===== src/rtl/apu_pwr_seq.sv =====
// APU card power sequencer: walks the rails from standby to S0 and back,
// gating each enable on the previous power-good and timing out every wait.
module apu_pwr_seq #(
  parameter logic [15:0] RSM_DLY = 16'd5560,
  parameter logic [15:0] TMO     = 16'd55600,
  parameter logic [15:0] PGD_DLY = 16'd11120,
  parameter logic [15:0] OFF_DLY = 16'd556
) (
  input  logic       osc,
  input  logic       rst_n,
  input  logic       enable,
  input  logic       slp_s3_n,
  input  logic       slp_s5_n,
  input  logic       ddr_pwrok,
  input  logic       v1v8_pwrgd,
  input  logic       v1_pwrgd,
  input  logic       apu_vdd_pwrgd,
  input  logic       fault_clr,
  output logic       rsmrst_n,
  output logic       ddr_slp_s3_n,
  output logic       ddr_slp_s5_n,
  output logic       vrs_on,
  output logic       apu_vrm_en,
  output logic       sys_pwrgd,
  output logic       discharge_s3_n,
  output logic       discharge_s5_n,
  output logic       fault,
  output logic [2:0] fault_code,
  output logic [3:0] state
);

  typedef enum logic [3:0] {
    ST_OFF      = 4'd0,
    ST_RSM_WAIT = 4'd1,
    ST_S5       = 4'd2,
    ST_DDR_ON   = 4'd3,
    ST_S3       = 4'd4,
    ST_RAILS    = 4'd5,
    ST_VRM      = 4'd6,
    ST_PGD_DLY  = 4'd7,
    ST_S0       = 4'd8,
    ST_DOWN_S0  = 4'd9,
    ST_FAULT    = 4'd15
  } state_t;

  state_t      cur_state;
  state_t      next_state;
  logic [15:0] timer;
  logic [15:0] timer_nxt;
  logic [2:0]  fault_cause;
  logic [6:0]  sync1;
  logic [6:0]  sync2;
  logic        en_s;
  logic        s3_s;
  logic        s5_s;
  logic        ddr_s;
  logic        v1v8_s;
  logic        v1_s;
  logic        apu_s;
  logic        tmo_hit;

  logic        rsmrst_nxt;
  logic        ddr_s3_nxt;
  logic        ddr_s5_nxt;
  logic        vrs_nxt;
  logic        vrm_nxt;
  logic        pgd_nxt;
  logic        dis_s3_nxt;
  logic        dis_s5_nxt;

  // Board signals arrive asynchronously to osc; fault_clr is already osc-domain.
  always_ff @(posedge osc or negedge rst_n) begin
    if (!rst_n) begin
      sync1 <= '0;
      sync2 <= '0;
    end else begin
      sync1 <= {enable, slp_s3_n, slp_s5_n, ddr_pwrok, v1v8_pwrgd, v1_pwrgd, apu_vdd_pwrgd};
      sync2 <= sync1;
    end
  end

  assign {en_s, s3_s, s5_s, ddr_s, v1v8_s, v1_s, apu_s} = sync2;
  assign tmo_hit = (timer == 16'd0);
  assign state   = cur_state;

  always_ff @(posedge osc or negedge rst_n) begin
    if (!rst_n) begin
      cur_state  <= ST_OFF;
      timer      <= '0;
      fault      <= 1'b0;
      fault_code <= 3'd0;
    end else begin
      cur_state <= next_state;
      timer     <= timer_nxt;
      fault     <= (next_state == ST_FAULT);
      if (next_state == ST_FAULT && cur_state != ST_FAULT)
        fault_code <= fault_cause;
    end
  end

  // Sleep requests beat timeouts; a satisfied wait condition beats its timeout.
  always_comb begin
    next_state  = cur_state;
    fault_cause = 3'd0;
    case (cur_state)
      ST_OFF:      if (en_s) next_state = ST_RSM_WAIT;
      ST_RSM_WAIT: if (tmo_hit) next_state = ST_S5;
      ST_S5:       if (s5_s) next_state = ST_DDR_ON;
      ST_DDR_ON: begin
        if (ddr_s) next_state = ST_S3;
        else if (!s5_s) next_state = ST_S5;
        else if (tmo_hit) begin
          next_state  = ST_FAULT;
          fault_cause = 3'd1;
        end
      end
      ST_S3: begin
        if (s3_s) next_state = ST_RAILS;
        else if (!s5_s) next_state = ST_S5;
        else if (!ddr_s) begin
          next_state  = ST_FAULT;
          fault_cause = 3'd4;
        end
      end
      ST_RAILS: begin
        if (!s3_s) next_state = ST_DOWN_S0;
        else if (v1v8_s && v1_s) next_state = ST_VRM;
        else if (tmo_hit) begin
          next_state  = ST_FAULT;
          fault_cause = 3'd2;
        end
      end
      ST_VRM: begin
        if (!s3_s) next_state = ST_DOWN_S0;
        else if (apu_s) next_state = ST_PGD_DLY;
        else if (tmo_hit) begin
          next_state  = ST_FAULT;
          fault_cause = 3'd3;
        end
      end
      ST_PGD_DLY: begin
        if (!s3_s) next_state = ST_DOWN_S0;
        else if (tmo_hit) next_state = ST_S0;
      end
      ST_S0: begin
        if (!(ddr_s && v1v8_s && v1_s && apu_s)) begin
          next_state  = ST_FAULT;
          fault_cause = 3'd4;
        end else if (!s3_s) next_state = ST_DOWN_S0;
      end
      ST_DOWN_S0:  if (tmo_hit) next_state = ST_S3;
      ST_FAULT:    if (fault_clr && !s5_s) next_state = ST_S5;
      default:     next_state = ST_OFF;
    endcase
    if (!en_s) next_state = ST_OFF;
  end

  // The timer is reloaded on every state entry, otherwise it counts down to 0 and holds.
  always_comb begin
    timer_nxt = timer;
    if (next_state != cur_state) begin
      case (next_state)
        ST_RSM_WAIT:                 timer_nxt = RSM_DLY - 16'd1;
        ST_DDR_ON, ST_RAILS, ST_VRM: timer_nxt = TMO - 16'd1;
        ST_PGD_DLY:                  timer_nxt = PGD_DLY - 16'd1;
        ST_DOWN_S0:                  timer_nxt = OFF_DLY - 16'd1;
        default:                     timer_nxt = 16'd0;
      endcase
    end else if (!tmo_hit) begin
      timer_nxt = timer - 16'd1;
    end
  end

  always_comb begin
    rsmrst_nxt = 1'b0;
    ddr_s3_nxt = 1'b0;
    ddr_s5_nxt = 1'b0;
    vrs_nxt    = 1'b0;
    vrm_nxt    = 1'b0;
    pgd_nxt    = 1'b0;
    dis_s3_nxt = 1'b0;
    dis_s5_nxt = 1'b0;
    case (next_state)
      ST_S5, ST_FAULT: rsmrst_nxt = 1'b1;
      ST_DDR_ON, ST_S3: begin
        rsmrst_nxt = 1'b1;
        ddr_s3_nxt = 1'b1;
        ddr_s5_nxt = 1'b1;
        dis_s5_nxt = 1'b1;
      end
      ST_RAILS, ST_VRM, ST_PGD_DLY, ST_S0, ST_DOWN_S0: begin
        rsmrst_nxt = 1'b1;
        ddr_s3_nxt = 1'b1;
        ddr_s5_nxt = 1'b1;
        dis_s5_nxt = 1'b1;
        vrs_nxt    = 1'b1;
        dis_s3_nxt = 1'b1;
        vrm_nxt    = (next_state == ST_VRM) || (next_state == ST_PGD_DLY) || (next_state == ST_S0);
        pgd_nxt    = (next_state == ST_S0);
      end
      default: ;
    endcase
  end

  always_ff @(posedge osc or negedge rst_n) begin
    if (!rst_n) begin
      rsmrst_n       <= 1'b0;
      ddr_slp_s3_n   <= 1'b0;
      ddr_slp_s5_n   <= 1'b0;
      vrs_on         <= 1'b0;
      apu_vrm_en     <= 1'b0;
      sys_pwrgd      <= 1'b0;
      discharge_s3_n <= 1'b0;
      discharge_s5_n <= 1'b0;
    end else begin
      rsmrst_n       <= rsmrst_nxt;
      ddr_slp_s3_n   <= ddr_s3_nxt;
      ddr_slp_s5_n   <= ddr_s5_nxt;
      vrs_on         <= vrs_nxt;
      apu_vrm_en     <= vrm_nxt;
      sys_pwrgd      <= pgd_nxt;
      discharge_s3_n <= dis_s3_nxt;
      discharge_s5_n <= dis_s5_nxt;
    end
  end

endmodule


===== config.mk =====
export PLATFORM = sky130hd
export DESIGN_NAME = apu_pwr_seq
export DESIGN_NICKNAME = d
export VERILOG_FILES = /design/src/rtl/apu_pwr_seq.sv
export SDC_FILE = /design/constraint.sdc
export NUM_CORES = 1
export LEC_CHECK = 0
export BUFFER_PORTS_ARGS = -buffer_cell sky130_fd_sc_hd__buf_2
export CORE_ASPECT_RATIO = 0.9
export CORE_MARGIN = 3
export CORE_UTILIZATION = 59
export CTS_CLUSTER_SIZE = 28
export DETAILED_ROUTE_END_ITERATION = 10
export GPL_ROUTABILITY_DRIVEN = 0
export PLACE_DENSITY_LB_ADDON = 0.1
export SETUP_SLACK_MARGIN = 0.3
export SYNTH_ARGS = -nofsm -noshare
export SYNTH_HDL_FRONTEND = slang
export SYNTH_SLANG_ARGS = --single-unit

===== constraint.sdc =====
create_clock -name osc -period 3.7 [get_ports osc]
set_clock_uncertainty 0.1 [all_clocks]
set_input_delay 0.74 -clock osc [delete_from_list [all_inputs] [get_ports osc]]
set_output_delay 0.74 -clock osc [all_outputs]
set_load 0.01 [all_outputs]

==> run metrics, run 1 <==
Detail Route Antenna Nets 0; CTS tree done; area grow syn2layout 12.3%; maximum VDD drop approximately 0.39 mV; post-synth top area share 0.412; RSZ-0062 raised after global routing yes; cts-stage hold buffer count 0; Wirelength per Cell 18.4 um; top-count cell post-synth dfrtp_1; YS warnings 0; Relative slew margins 0.387; vias per cell about 6.6; Starting DRT DRC Count about 260; asr flop ratio synth 1.00; clock sink count 43; Seq/Total Area, Yosys 0.412; Die ar. 5270 um2; vias between 2000 and 2500; Yosys reg bits 43; Most used DFF post-synth dfrtp_1; achievable frequency 306 MHz; CP Capture Type flip-flop; synthesized area approximately 2600 um2; starting density of the core 0.625; Root Buffer clkbuf_8; I/O Pins 26; # Post-CTS Setup Buffers 0; PortBufs 25; Reg clk slew, reported paths 90 ps; DR DRC count 0; Req. time, crit path ~3800 ps; routed wire length between 6 and 7 mm; max-slew violations 0; # Max-Cap Violations 0; Syn Nets 284; maximum clock path buffer count 2; Worst-Skew Late Latency around 310 ps; DP HPWL 4.74 mm; Final Setup Violations 0; Post-Synthesis Cells 273; synth unique cells 67; final hold violations 0; initial antenna violation count 0; core area 4180 um2; final instance area 2940 um2; leakage 0.00124 uW; largest net degree at the start of global routing 44; First-pass DRT Iterations 6; share of layout cells above drive strength 1 0.201; Period Utilization, post-route 0.885; synth top area cells dfrtp_1 (41%), xnor2_1 (4.0%), nor2_1 (3.2%); die outline height 69.1 um; HP Class flip-flop to flip-flop; TritonCTS buffer count 5; Commonest cells post-synth dfrtp_1 (43), nor2_1 (22), nand2_1 (15), xnor2_1 (12); Antenna Cells 0; global route overflow 0; first-pass GRT wire length approximately 11 mm; Nets ~310; CP max FO 7; vias in the first global route 2147; CTS H-tree lvls 2; cell row count 22; Fin Setup TNS 0 ps; Mean Syn Cell Area ~9.6 um2; Total Routing Usage GR 0.258; critical path launch point type flip-flop; PD cells 528 nW/um2; Cell Area, Placed approximately 2800 um2; die width between 70 and 80 um; critical path type flip-flop to flip-flop; status finished, final reports clean; Worst-Margin Slew 920 ps; CP Data Arrival Time 3360 ps; area leader, netlist dfrtp_1; Hold Slack 255 ps; Period minus WS final 3270 ps; number of synthesized flops with an enable pin 0
[cell usage in the layout, fill, tap and decap left out, types with 3 or more instances in the layout]
master    instances
dfrtp_1          43
buf_2            25
nor2_1           22
nand2_1          15
xnor2_1          12
o21ai_0          11
a21oi_1          11
nor3_1           11
buf_4             9
nor2b_1           7
nand2b_1          7
inv_1             7
o32ai_1           7
nor4_1            6
a21o_1            5
a211oi_1          5
o22ai_1           5
clkbuf_8          5
nand4_1           4
a31oi_1           4
and2_1            4
mux2_1            4
o21bai_1          3
or3_1             3
nand3_1           3
a21boi_0          3
xor2_1            3
[flip-flops by register name, summed over array words and instances, names as in the netlist]
name            flops
apu_vrm_en          1
discharge_s3_n      1
discharge_s5_n      1
fault               1
fault_code          3
rsmrst_n            1
state               4
sync1               7
sync2               7
sys_pwrgd           1
timer              16
[through the flow]
step	utilization	cells	total power, uW	setup WS [ps]
floorplan	-	273	1030	725
global placement	0.669	350	1140	538
detailed placement	0.669	350	1150	445
CTS	0.696	358	1540	427
global route	0.702	358	1630	262
finish	0.702	358	1550	427
[cell type report]
type / count / area [um2]
flip-flops and latches: 43 / 1080
well taps: 60 / 75.1
clock inverters: 3 / 46.3
fillers: 327 / 1250
clock buffers: 5 / 68.8
multi-input cells: 206 / 1450
repair buffers: 34 / 193
inverters: 7 / 26.3
[layer usage]
metal / share of wire / vias to the layer above / global-route usage
met5: 0 / - / 0
met4: 0.018 / 0 / 0.101
met3: 0.10 / 16 / 0.0640
met2: 0.43 / 130 / 0.359
met1: 0.45 / 1136 / 0.385
li1: - / 1077 / -
[critical path, stage by stage, from the launching register on]
cell and delay [ps]:
dfrtp_1 400, inv_1 80, ha_1 210, or4b_1 540, nor3_4 330, a211oi_1 130, a21oi_1 450, nor3b_2 400
nand2_1 170, mux2_1 340
[cells by family (layout without fill, tap and decap cells)]
group	after synthesis	in the layout	share of synthesized area
simple gates	105	105	0.236
compound gates	79	79	0.231
flops	43	43	0.412
buf+inv	24	49	0.0421
xor+xnor	15	15	0.0503
mux	6	6	0.0249
fa+ha+maj	1	1	0.00479
[what timing repair did]
action,CTS,global route
hold endpoints to repair,0,0
endpoints found under the setup margin,0,12
gates resized for setup,0,3
[final timing paths]
check,startpoint,endpoint,slack [ps],cells after the start
worst max-delay path,timer[0]$_DFFE_PN0P_,fault_code[0]$_DFFE_PN0P_,430,9
worst min-delay path,sync1[6]$_DFF_PN0_,sync2[6]$_DFF_PN0_,260,0
worst max register to register,timer[0]$_DFFE_PN0P_,fault_code[0]$_DFFE_PN0P_,430,9
worst min register to register,sync1[6]$_DFF_PN0_,sync2[6]$_DFF_PN0_,260,0
max in group asynchronous,rst_n,fault_code[0]$_DFFE_PN0P_,2460,1
min in group asynchronous,rst_n,sync1[5]$_DFF_PN0_,450,1
[report_power, final]
part,total [uW],internal [uW],switching [uW]
Sequential,642,545,97.4
Combinational,524,234,291
Clock,384,203,180
Total,1550,982,569
Note: power is estimated with default switching activity, not from simulation.
==> run 2: changes to the inputs <==
--- a/config.mk
+++ b/config.mk
@@ -8,7 +8,7 @@
 export BUFFER_PORTS_ARGS = -buffer_cell sky130_fd_sc_hd__buf_2
 export CORE_ASPECT_RATIO = 0.9
 export CORE_MARGIN = 3
-export CORE_UTILIZATION = 59
+export CORE_UTILIZATION = 25
 export CTS_CLUSTER_SIZE = 28
 export DETAILED_ROUTE_END_ITERATION = 10
 export GPL_ROUTABILITY_DRIVEN = 0
==> run metrics, run 2 (synthesis results as in run 1) <==
clock sink count 43 (unchanged); critical path type flip-flop to flip-flop (unchanged); Sw Pwr 590 uW (was 569 uW); Relative slew margins 0.333 (was 0.387); HP Class flip-flop to flip-flop (unchanged); initial antenna violation count 0 (unchanged); First-pass DRT Iterations 6 (unchanged); Reg power frac 0.375 (was 0.414); achievable frequency 311 MHz (was 306 MHz); CP Data Arrival Time 3320 ps (was 3360 ps); most common cell after layout, fill and taps aside dfrtp_1 (unchanged); cts-stage hold buffer count 0 (unchanged); Nets 314 (was 308); most frequent cells in the layout dfrtp_1 (43), buf_2 (25), nor2_1 (22), nand2_1 (15), buf_4 (14) (was dfrtp_1 (43), buf_2 (25), nor2_1 (22), nand2_1 (15), xnor2_1 (12)); Total Routing Usage GR 0.135 (was 0.258); Detail Route Antenna Nets 0 (unchanged); worst reg2reg startpoint timer[0]$_DFFE_PN0P_ (unchanged); worst-path cell chain inv_1, ha_1, or4b_1, nor3_4, buf_12, a211oi_4, a2111o_1, or4_4, o22ai_1 (was inv_1, ha_1, or4b_1, nor3_4, a211oi_1, a21oi_1, nor3b_2, nand2_1, mux2_1); vias 2240 (was 2359); Reg clk slew, reported paths 70 ps (was 90 ps); Worst-Margin Slew 1000 ps (was 920 ps); Root Buffer clkbuf_16 (was clkbuf_8); area grow syn2layout 21.3% (was 12.3%); clock power share 0.301 (was 0.248); PortBufs 25 (unchanged); Hold Slack 248 ps (was 255 ps); largest net degree at the start of global routing 44 (unchanged); starting density of the core 0.264 (was 0.625); Period Utilization, post-route 0.870 (was 0.885); Wirelength per Cell 17.4 um (was 18.4 um); first-pass GRT wire length 12.1 mm (was 10.6 mm); I/O Pins 26 (unchanged); global route overflow 0 (unchanged); Period minus WS final 3220 ps (was 3270 ps); leakage 0.00133 uW (was 0.00124 uW); CTS H-tree lvls 2 (unchanged); max-slew violations 0 (unchanged); DP HPWL 5.39 mm (was 4.74 mm); Reg with most FFs timer (unchanged); max reg flops 16 (unchanged); Starting DRT DRC Count 155 (was 259); switching power share of the total 0.344 (was 0.367); CP max FO 7 (unchanged); biggest regs timer x16, sync1 x7, sync2 x7 (unchanged); DR DRC count 0 (unchanged); cell row count 34 (was 22); Fin Setup TNS 0 ps (unchanged); core area 9910 um2 (was 4180 um2); TritonCTS buffer count 5 (unchanged); Final Setup Violations 0 (unchanged); Crit. Startpoint timer[0]$_DFFE_PN0P_ (unchanged); RSZ-0062 raised after global routing no (was yes); routed wire length 7.48 mm (was 6.58 mm); Slowest-stage cell, CP or4_4 (was or4b_1); max incr delay on CP 620 ps (was 540 ps); CP Capture Type flip-flop (unchanged); status finished, final reports clean (unchanged); share of layout cells above drive strength 1 0.220 (was 0.201); Die ar. 11700 um2 (was 5270 um2); vias in the first global route 2212 (was 2147); Req. time, crit path 3800 ps (was 3790 ps); critical path launch point type flip-flop (unchanged); maximum clock path buffer count 2 (unchanged); maximum VDD drop 0.196 mV (was 0.390 mV); die width 114 um (was 76.2 um); Worst-Skew Late Latency 290 ps (was 310 ps); combinational power share 0.324 (was 0.338); CTS tree done (unchanged); final hold violations 0 (unchanged); Antenna Cells 0 (unchanged); PD cells 540 nW/um2 (was 528 nW/um2); # Max-Cap Violations 0 (unchanged); P_int 1120 uW (was 982 uW); vias per cell 5.21 (was 6.59); hold_sp sync1[1]$_DFF_PN0_ (was sync1[6]$_DFF_PN0_); die outline height 103 um (was 69.1 um)
-- run 2: routing by layer --
metal / vias up / GRT usage / share of wire
met5: - / 0 / 0
met4: 0 / 0.0311 / 0.011
met3: 7 / 0.0499 / 0.072
met2: 82 / 0.184 / 0.42
met1: 1065 / 0.201 / 0.50
li1: 1086 / - / -
-- run 2: worst paths after layout --
| path | end | slack, ps | cells past startpoint |
|---|---|---|---|
| hold reg to reg | sync2[1]$_DFF_PN0_ | 250 | 0 |
| hold / removal | sync2[1]$_DFF_PN0_ | 250 | 0 |
| max in group asynchronous | state[3]$_DFF_PN0_ | 2360 | 1 |
| setup reg to reg | timer[4]$_DFFE_PN0P_ | 480 | 9 |
| min in group asynchronous | fault_code[0]$_DFFE_PN0P_ | 530 | 1 |
| setup / recovery | timer[4]$_DFFE_PN0P_ | 480 | 9 |
-- run 2: worst max-delay path: cells and delay by family, from the launching register on --
| family | cells | cell delay [ps] |
|---|---|---|
| DFF | 1 | 390 |
| and+or+nand+nor | 3 | 1420 |
| buffers and inverters | 2 | 230 |
| adders and majority gates | 1 | 190 |
| AOI/OAI and AO/OA | 3 | 810 |
-- run 2: layout make-up --
| cell class | instances | area (um2) |
|---|---|---|
| Clock buffer | 5 | 125 |
| Clock inverter | 3 | 46.3 |
| Fill cell | 1036 | 6740 |
| Inverter | 7 | 26.3 |
| Multi-Input combinational cell | 206 | 1490 |
| Sequential cell | 43 | 1080 |
| Tap cell | 126 | 158 |
| Timing Repair Buffer | 40 | 250 |
-- run 2: stage by stage --
stage                util  setup WS (ps)  power [uW]  instance area [um2]  cells
floorplan               -            725        1030                 2610    273
global placement    0.293            405        1180                 2900    419
detailed placement  0.293            291        1170                 2900    419
CTS                 0.311            372        1700                 3090    427
global route        0.320            279        1830                 3170    430
finish              0.320            479        1710                 3170    430
-- run 2: power groups by stage --
stage	registers [uW]	logic [uW]	clock network [uW]
6_report	642	556	516
5_1_grt	661	610	562
4_1_cts	641	524	534
3_5_place_dp	648	521	0
3_3_place_gp	654	528	0
2_1_floorplan	621	408	0
-- run 2: timing repair --
item | 4_1_cts | 5_1_grt
buffers inserted | 0 | 3
pin swaps | 0 | 2
resized for setup | 1 | 7
endpoints found under the setup margin | 3 | 16
==> run 3: changes to the inputs <==
==> constraint.sdc (replaced) <==
create_clock -name osc -period 3.7 [get_ports osc]
set_clock_uncertainty 0.1 [all_clocks]
set_input_delay 0.37 -clock osc [delete_from_list [all_inputs] [get_ports osc]]
set_output_delay 0.37 -clock osc [all_outputs]
set_load 0.01 [all_outputs]
==> run metrics, run 3 (synthesis results as in run 1) <==
status finished, final reports clean (unchanged); cts-stage hold buffer count 0 (unchanged); maximum VDD drop 0.212 mV (was 0.196 mV); HP Class input pin to flip-flop (was flip-flop to flip-flop); setup slack, reg-to-reg 460 ps (was 480 ps); Sw Pwr 588 uW (was 590 uW); area grow syn2layout 19.3% (was 21.3%); Root Buffer clkbuf_16 (unchanged); routed wire length 7.50 mm (was 7.48 mm); PD cells 543 nW/um2 (was 540 nW/um2); Worst-Skew Late Latency 290 ps (about the same); clock power share 0.307 (was 0.301); die width 114 um (unchanged); Relative slew margins 0.342 (was 0.333); I/O Pins 26 (unchanged); Cell Area, Placed 2900 um2 (unchanged); # Max-Cap Violations 0 (unchanged); critical path type flip-flop to flip-flop (unchanged); global route overflow 0 (unchanged); Starting DRT DRC Count 165 (was 155); Hold Slack 84.3 ps (was 248 ps); core area 9910 um2 (unchanged); CP max FO 7 (unchanged); DR DRC count 0 (unchanged); Worst path top cell family by delay simple AND/OR/NAND/NOR gates (unchanged); Reg clk slew, reported paths 70 ps (about the same); largest net degree at the start of global routing 44 (unchanged); leakage 0.00128 uW (was 0.00133 uW); biggest regs timer x16, sync1 x7, sync2 x7 (unchanged); path depth of the worst reg2reg path 9 (unchanged); max incr delay on CP 550 ps (was 620 ps); final hold violations 0 (unchanged); Reg power frac 0.380 (was 0.375); Hold Path Depth 1 (was 0); PortBufs 25 (unchanged); critical path depth in cells 9 (unchanged); Period Utilization, post-route 0.877 (was 0.870); vias per cell 5.29 (was 5.21); final instance area 3120 um2 (was 3170 um2); initial antenna violation count 0 (unchanged); Total Routing Usage GR 0.136 (was 0.135); achievable frequency 308 MHz (was 311 MHz); CP Data Arrival Time 3350 ps (was 3320 ps); P_int 1110 uW (was 1120 uW); max reg flops 16 (unchanged); Wirelength per Cell 17.6 um (was 17.4 um); combinational power share 0.313 (was 0.324); Req. time, crit path 3810 ps (was 3800 ps); Fin Setup TNS 0 ps (unchanged); Antenna Cells 0 (unchanged); worst setup margin 457 ps (was 479 ps); CTS tree done (unchanged); Die ar. 11700 um2 (unchanged); TritonCTS buffer count 5 (unchanged); Worst-Margin Slew 987 ps (was 1000 ps); clock sink count 43 (unchanged); die outline height 103 um (unchanged); max-slew violations 0 (unchanged); Final Power 1690 uW (was 1710 uW); starting density of the core 0.264 (unchanged); cell row count 34 (unchanged); CP Capture Type flip-flop (unchanged); Period minus WS final 3240 ps (was 3220 ps); first-pass GRT wire length 12.5 mm (was 12.1 mm); dpl ws 439 ps (was 291 ps); CP Buf/Inv Count 1 (was 2); Final Setup Violations 0 (unchanged); Nets 311 (was 314); vias in the first global route 2248 (was 2212); Reg with most FFs timer (unchanged); fill cell count 1041 (was 1036); worst-path cell chain inv_1, ha_1, or4b_1, or3_1, nor3_4, a2111o_1, o2111ai_4, a221oi_2, o21bai_1 (was inv_1, ha_1, or4b_1, nor3_4, buf_12, a211oi_4, a2111o_1, or4_4, o22ai_1); DP HPWL 5.43 mm (was 5.39 mm); Detail Route Antenna Nets 0 (unchanged); maximum clock path buffer count 2 (unchanged); CTS H-tree lvls 2 (unchanged); share of layout cells above drive strength 1 0.213 (was 0.220); most common cell after layout, fill and taps aside dfrtp_1 (unchanged); critical path launch point type flip-flop (unchanged); switching power share of the total 0.347 (was 0.344); most frequent cells in the layout dfrtp_1 (43), buf_2 (25), nor2_1 (22), nand2_1 (15) (was dfrtp_1 (43), buf_2 (25), nor2_1 (22), nand2_1 (15), buf_4 (14)); RSZ-0062 raised after global routing yes (was no); First-pass DRT Iterations 4 (was 6); Slowest-stage cell, CP or4b_1 (was or4_4); vias 2257 (was 2240)
-- run 3: metal layers --
layer	vias to the layer above	track usage	wire length (um)
met2	71	0.197	3180
met1	1112	0.205	3860
met4	0	0.0301	50
li1	1070	-	-
met3	4	0.0293	408
met5	-	0	0
-- run 3: power groups by stage --
stage | Sequential, uW | Combinational (uW) | Clock [uW]
floorplan | 621 | 408 | 0
global placement | 654 | 527 | 0
detailed placement | 649 | 520 | 0
CTS | 641 | 523 | 541
global route | 659 | 586 | 568
finish | 644 | 530 | 520
-- run 3: path summary, 6_finish.rpt --
path	end	from
min in group asynchronous	fault_code[1]$_DFFE_PN0P_	rst_n
min reg2reg	sync2[1]$_DFF_PN0_	sync1[1]$_DFF_PN0_
max in group asynchronous	state[3]$_DFF_PN0_	rst_n
max reg2reg	timer[5]$_DFFE_PN0P_	timer[0]$_DFFE_PN0P_
min	sync1[2]$_DFF_PN0_	v1v8_pwrgd
max	timer[5]$_DFFE_PN0P_	timer[0]$_DFFE_PN0P_
-- run 3: repair_timing --
| action | in CTS | in global routing |
|---|---|---|
| setup buffers | 0 | 0 |
| gates resized for setup | 0 | 6 |
| setup endpoints to repair | 0 | 13 |
-- run 3: area by class of cell --
class / instances / area [um2] / area share
inverters: 7 / 26.3 / 0.00843
multi-input cells: 206 / 1470 / 0.472
clock inverters: 3 / 46.3 / 0.0148
repair buffers: 37 / 215 / 0.0690
flip-flops and latches: 43 / 1080 / 0.345
well taps: 126 / 158 / 0.0506
clock buffers: 5 / 125 / 0.0401
-- run 3: stage by stage --
step | util | instances
3_5_place_dp | 0.293 | 419
4_1_cts | 0.310 | 427
6_report | 0.315 | 427
5_1_grt | 0.315 | 427
3_3_place_gp | 0.293 | 419
2_1_floorplan | - | 273
-- run 3: worst register-to-register path: stages, from the launching register on --
cell and delay [ps]:
dfrtp_1 380, inv_1 70, ha_1 190, or4b_1 550, or3_1 450, nor3_4 280
a2111o_1 310, o2111ai_4 250, a221oi_2 420, o21bai_1 160
